**src/rtl/run_controller.sv**
```systemverilog
// Program sequencer: PC, IDLE/CLEAR/HOLD/RUN/DONE control, stall, halt, cycle count and watchdog; RUN_CTRL_SINGLE_STEP_EN adds step_i gating.
// Registered outputs update one cycle after the deciding edge; run_en_o is combinational; stall_i (and step_i) hold the PC in place.
module run_controller #(
    parameter int PC_W         = 32,
    parameter int PC_STEP      = 4,
    parameter int OFFSET_W     = 8,
    parameter int RESET_PC     = 0,
    parameter int CLEAR_CYCLES = 4,
    parameter int CNT_W        = 16,
    parameter int MAX_CYCLES   = 0
) (
    input  logic                clk_i,
    input  logic                reset_i,
    input  logic                start_i,
    input  logic                halt_i,
    input  logic                branch_taken_i,
    input  logic [OFFSET_W-1:0] branch_offset_i,
    input  logic                stall_i,
`ifdef RUN_CTRL_SINGLE_STEP_EN
    input  logic                step_i,
`endif
    output logic [PC_W-1:0]     pc_o,
    output logic                run_en_o,
    output logic                clear_o,
    output logic                done_o,
    output logic                timeout_o,
    output logic [CNT_W-1:0]    cycle_count_o
);

    localparam int               CLR_W    = (CLEAR_CYCLES > 1) ? $clog2(CLEAR_CYCLES) : 1;
    localparam logic [CLR_W-1:0] CLR_LAST = CLR_W'(CLEAR_CYCLES - 1);
    localparam logic [CNT_W-1:0] WD_LAST  = CNT_W'(MAX_CYCLES - 1);
    localparam logic [PC_W-1:0]  PC_INIT  = PC_W'(RESET_PC);
    localparam logic [PC_W-1:0]  PC_INC   = PC_W'(PC_STEP);

    typedef enum logic [2:0] {
        S_IDLE,
        S_CLEAR,
        S_HOLD,
        S_RUN,
        S_DONE
    } state_t;

    state_t           state_q;
    logic [PC_W-1:0]  pc_q, pc_d;
    logic [CNT_W-1:0] cnt_q, cnt_d;
    logic [CLR_W-1:0] clr_cnt_q;
    logic             clear_q, done_q, timeout_q;
    logic             exec, count_en, halt_go, wd_go;
    logic [PC_W-1:0]  off_ext;

`ifdef RUN_CTRL_SINGLE_STEP_EN
    assign count_en = step_i;
    assign exec     = step_i & ~stall_i;
`else
    assign count_en = 1'b1;
    assign exec     = ~stall_i;
`endif

    assign run_en_o = (state_q == S_RUN) & exec;
    assign halt_go  = halt_i & exec;
    // Only counted cycles can trip the watchdog, so an idle step cycle never fires it early.
    assign wd_go    = (MAX_CYCLES != 0) && count_en && (cnt_q == WD_LAST);
    assign off_ext  = PC_W'($signed(branch_offset_i));

    always_comb begin
        pc_d = pc_q;
        if (exec) begin
            if (branch_taken_i) pc_d = pc_q + off_ext;
            else                pc_d = pc_q + PC_INC;
        end
        cnt_d = cnt_q;
        if (count_en && !(&cnt_q)) cnt_d = cnt_q + CNT_W'(1);
    end

    always_ff @(posedge clk_i) begin
        if (!reset_i) begin
            state_q   <= S_IDLE;
            pc_q      <= PC_INIT;
            cnt_q     <= '0;
            clr_cnt_q <= '0;
            clear_q   <= 1'b0;
            done_q    <= 1'b0;
            timeout_q <= 1'b0;
        end else begin
            case (state_q)
                S_IDLE, S_DONE: begin
                    if (start_i) begin
                        state_q   <= S_CLEAR;
                        pc_q      <= PC_INIT;
                        cnt_q     <= '0;
                        clr_cnt_q <= CLR_LAST;
                        clear_q   <= 1'b1;
                        done_q    <= 1'b0;
                        timeout_q <= 1'b0;
                    end
                end
                S_CLEAR: begin
                    if (clr_cnt_q == '0) begin
                        state_q <= S_HOLD;
                        clear_q <= 1'b0;
                    end else begin
                        clr_cnt_q <= clr_cnt_q - CLR_W'(1);
                    end
                end
                S_HOLD: begin
                    if (!start_i) state_q <= S_RUN;
                end
                S_RUN: begin
                    cnt_q <= cnt_d;
                    if (halt_go) begin
                        state_q <= S_DONE;
                        done_q  <= 1'b1;
                    end else begin
                        pc_q <= pc_d;
                        if (wd_go) begin
                            state_q   <= S_DONE;
                            done_q    <= 1'b1;
                            timeout_q <= 1'b1;
                        end
                    end
                end
                default: state_q <= S_IDLE;
            endcase
        end
    end

    assign pc_o          = pc_q;
    assign clear_o       = clear_q;
    assign done_o        = done_q;
    assign timeout_o     = timeout_q;
    assign cycle_count_o = cnt_q;

endmodule
```
**config.mk**
```make
export PLATFORM = sky130hd
export DESIGN_NAME = run_controller
export DESIGN_NICKNAME = d
export VERILOG_FILES = /design/src/rtl/run_controller.sv
export SDC_FILE = /design/constraint.sdc
export NUM_CORES = 1
export LEC_CHECK = 0
export ABC_CLOCK_PERIOD_IN_PS = 6400
export CORE_AREA = 5 5 127 81
export DETAILED_ROUTE_END_ITERATION = 8
export DIE_AREA = 0 0 132 86
export GPL_ROUTABILITY_DRIVEN = 0
export PLACE_DENSITY = 0.69
export SLEW_MARGIN = 30
export SYNTH_ARGS = -nofsm -noshare
export SYNTH_HDL_FRONTEND = slang
export SYNTH_SLANG_ARGS = --single-unit
export TNS_END_PERCENT = 30
```
**constraint.sdc**
```tcl
create_clock -name clk_i -period 6.4 [get_ports clk_i]
set_clock_uncertainty 0.05 [all_clocks]
set_input_delay 0.96 -clock clk_i [delete_from_list [all_inputs] [get_ports clk_i]]
set_output_delay 0.96 -clock clk_i [all_outputs]
set_load 0.02 [all_outputs]
```
# Word level (Yosys, flattened, before mapping)
# Cells that the tools add are included.
# classes
reduce_logical	12
addsub	4
bitwise_logic	3
n_eq_ne	12
muxes	22
# ops
cell	n
2-to-1 mux 32 bit	4
one-hot mux 32 bit (2 select lines)	1
adder 32 x 3 -> 32 bit, second input constant	1
adder 32 bit	1
2-to-1 mux 16 bit	2
one-hot mux 16 bit (2 select lines)	1
adder 16 x 1 -> 16 bit, second input constant	1
!= test 2 bit, second input constant	8
AND reduction 16 bit	1
2-to-1 mux 3 bit	4
one-hot mux 3 bit (4 select lines)	1
AND reduction 3 bit	4
AND reduction 4 bit	2
equality test 3 x 2 -> 1 bit, second input constant	2
2-to-1 mux 1 bit	4
2-to-1 mux 2 bit	2
one-hot mux 1 bit (2 select lines)	2
one-hot mux 2 bit (2 select lines)	1
nonzero test 2 bit	2
equality test 3 x 1 -> 1 bit, second input constant	1
equality test 3 bit, second input constant	1
zero test 3 bit	1
AND 1 bit	2
zero test 2 bit	1
3 further kinds	3
# word_totals
elab_cells	59
reg_bits	55
in_bits	14
output_inout_bits	52

# Longest topological paths before layout
# depth
ltp_word	5
mapped_depth	14
mapped_depth_nobuf	14

# Worst setup path before layout
# Ideal clock, no wire load.
# synth_timing
path_kind	input port to flip-flop
start	input branch_offset_i[0]
end	register pc_q[30] (netlist: pc_o[30])
slack_ns	3.097
path_stages	14
required_ns	6.222
t_arrival_ns	3.125
path_buffers	0
cell_sequence	ha_1 inv_1 fa_1 nor2b_1 o21a_1 o21ai_2 a21oi_2 a41oi_2 o21ai_2 a311oi_2 o21ai_1 nand4_1 nor3_1 a211oi_1
# synth_between
elab_chain_len	5
# synth_rtl
element	line_no	text
start, declared	17	input logic [OFFSET_W-1:0] branch_offset_i,
adder 32 bit	69	if (branch_taken_i) pc_d = pc_q + off_ext;
2-to-1 mux 32 bit	69	
2-to-1 mux 32 bit	68	if (exec) begin
2-to-1 mux 32 bit	111	if (halt_go) begin
one-hot mux 32 bit (2 select lines)	86	case (state_q)
end signal, assigned	115	pc_q <= pc_d;
end, declared	45	logic [PC_W-1:0] pc_q, pc_d;
# Every way passes these cells. The select of a mux whose other input is x is not followed.
# A chain may end at the register's enable or synchronous reset.

# Final worst setup path
# Same ends and word-level chain as after synthesis.

==> qor.yml <==
worst_setup_path:
  startpoint: "branch_offset_i[0]"
  r2r_setup_slack_ns: 3.25
  crit_end: "pc_o[30]$_SDFFE_PN0P_"
  worst-r2r-cell-count: 14
  cp.required_ns: 6.54
  end_kind: "flip-flop"
  startpoint_type: "input port"
  path_class: "input port to flip-flop"
  r2r_start: "pc_o[0]$_SDFFE_PN0P_"
  r2r-end: "pc_o[30]$_SDFFE_PN0P_"
  critPathArrivalTime_ns: 4.04
  worstPathMaxFanout: 4
sta:
  setup_viol: 0
  fin_tns_setup_ns: 0
  fin_crit_sh_pct: 60.9
  grt_setup_unrepaired: "false"
  fin_crit_ns: 3.90
  worst_slew_pin_slew_ns: 1.01
  hold_viol: 0
  fin_ws_ns: 2.50
  max_freq_ghz: 0.256
  maxSlewHeadroom_pct: 32.6
  fin_hold_ws_ns: 0.435
  drv_slew: 0
synth:
  yosysWarnings: 0
  async_reset_ff_share_pct: 0
  synthesis.area_um2: 4370
  syn_avg_cell_area_um2: 7.52
  ys.flop_type: "dfxtp_1"
  ys_seq_elements: 55
  synth_edf_count: 0
  synthCells: 581
  ys_seq_area_share_pct: 25.2
  yosysUniqueCellTypes: 57
  synth_fp_nets: 630
route:
  final_antenna_net_count: 0
  via_count: 4626
  first_pass_iters: 5
  drcViolationCount: 0
  vias_per_cell: 6.13
  routedWlPerCell_um: 17.5
  drt_iter0_drc: 489
  wl_mm: 13.2
clock_tree:
  cts_tree: "built"
  cts_buffers: 5
  cts.clk_slew.worst_paths_ns: 0.07
  clock_path_buffers: 2
  htreeDepth: 2
  cts_hold_buf: 0
  clock_latency_ns: 0.30
  postCtsResizedCells: 0
  root_buffer: "clkbuf_16"
  post_cts.repair.setup_buffers: 0
  clkSinkCount: 55
die:
  die_height_um: 86
  die_x_um: 132
  initial_utilization_pct: 48.8
  ios: 66
  core-area_um2: 8950
  num_rows: 27
  die_area_um2: 11400
placement:
  pre_cts_slack_ns: 2.20
  portBuffers: 64
  placed_cells: 747
  dp.final_hpwl_mm: 9.65
power_and_ir_drop:
  leakagePower_nw: 2.00
  power.total_mw: 0.754
  ir_drop_mv: 0.102
  powerDensity_nw_per_um2: 144
worst_hold_path:
  hold_class: "flip-flop to flip-flop"
global_routing:
  grt_first_pass_wirelength_mm: 21.7
  overflow: 0
  grt_pass1_vias: 4221
  grt_usage_pct: 23.1
  grt_max_degree: 46
  antenna_found_initial: 0
finish:
  drive_gt1_share_pct: 4.23
  diodes: 0
  nNetsFinal: 687
  fillers: 802
  stdcell_count: 755
  area_growth_syn_to_layout_pct: 20.1
outcome:
  status: "finished clean"
job:
  drv_cap: 0
==> per-stage QoR <==
step / area, um2 / util (%)
floorplan: 4370 / -
detailed placement: 5100 / 57.0
global route: 5240 / 58.6
CTS: 5240 / 58.6
global placement: 5110 / 57.1
finish: 5240 / 58.6
==> cells in the mapped netlist, types with 5 or more instances <==
cell,instances,share of area [%]
nor2b_1,10,1.4
a21oi_1,53,6.1
nor4_1,8,1.1
o21a_1,5,0.86
dfxtp_1,55,25
clkbuf_1,12,1.0
a21o_1,12,2.1
inv_1,14,1.2
o21ai_0,39,4.5
and3_1,11,1.6
nor2_1,76,6.5
or3_1,5,0.72
nand3_1,27,3.1
o21ai_1,6,0.69
nand2_1,39,3.4
ha_1,34,9.7
a31oi_1,15,2.1
nand4_1,13,1.9
nand2b_1,9,1.3
xor2_1,26,5.2
xnor2_1,21,4.2
a211oi_1,8,1.4
nor3_1,17,1.9
o211ai_1,8,1.4
==> registers in the layout (all words and copies together), names as in the netlist <==
register,flops
pc_o,32
cycle_count_o,16
state_q,3
clr_cnt_q,2
clear_o,1
done_o,1
==> where the power goes <==
part / switching (mW) / internal (mW)
Combinational: 0.0793 / 0.0460
Clock: 0.130 / 0.145
Sequential: 0.00665 / 0.348
==> worst min-delay path by stage <==
stage | startpoint | endpoint | slack [ns] | cells past startpoint
global placement | clr_cnt_q[0]$_SDFFE_PN0P_ | clr_cnt_q[0]$_SDFFE_PN0P_ | 0.41 | 1
CTS | clear_o$_SDFFE_PN0P_ | clear_o$_SDFFE_PN0P_ | 0.44 | 2
global route | clear_o$_SDFFE_PN0P_ | clear_o$_SDFFE_PN0P_ | 0.46 | 2
detailed placement | clear_o$_SDFFE_PN0P_ | clear_o$_SDFFE_PN0P_ | 0.43 | 2
finish | clear_o$_SDFFE_PN0P_ | clear_o$_SDFFE_PN0P_ | 0.43 | 2
floorplan | clr_cnt_q[0]$_SDFFE_PN0P_ | clr_cnt_q[0]$_SDFFE_PN0P_ | 0.39 | 1
==> layer usage <==
layer	vias up	global-route usage [%]	share of wire, %
li1	2252	-	-
met1	2175	35.5	50
met2	182	32.3	40
met3	17	5.04	8.9
met4	0	5.32	1.2
met5	-	0	0
==> cell usage in the layout, fill, tap and decap left out, types with 15 or more instances in the layout <==
cell	n
ha_1	34
clkdlybuf4s50_1	63
a31oi_1	15
a21oi_1	53
nand2_1	39
nor3_1	17
xnor2_1	21
nor2_1	76
dfxtp_1	55
xor2_1	26
nand3_1	27
o21ai_0	39
==> kinds of logic (layout without fill, tap and decap cells) <==
kind of cell               Yosys count  after routing  share of synthesized area (%)
and+or+nand+nor                    230            230                           25.6
AOI/OAI and AO/OA                  176            176                           25.6
DFF                                 55             55                           25.2
xor gates and xnor gates            47             47                           9.42
adders and majority gates           35             35                           10.2
buffers and inverters               33             91                           3.04
muxes                                4              4                          0.945
other                                1              1                         0.0859
==> cell type report <==
| type | count | area, um2 | area share (%) |
|---|---|---|---|
| clock buffers | 6 | 129 | 2.46 |
| clock inverters | 2 | 12.5 | 0.239 |
| inverters | 15 | 56.3 | 1.07 |
| multi-input cells | 493 | 3130 | 59.8 |
| flip-flops and latches | 55 | 1100 | 21.0 |
| well taps | 116 | 145 | 2.77 |
| repair buffers | 68 | 666 | 12.7 |
==> critical path, cell delays in order <==
cell	delay, ns
clkdlybuf4s50_1	0.46
ha_1	0.16
inv_1	0.05
fa_1	0.39
nor2b_1	0.13
o21a_1	0.14
o21ai_2	0.07
a21oi_2	0.22
a41oi_2	0.19
o21ai_2	0.28
a311oi_2	0.15
o21ai_1	0.32
nand4_1	0.22
nor3_1	0.22
a211oi_1	0.06
No activity file was read; power rests on OpenSTA's default activity.
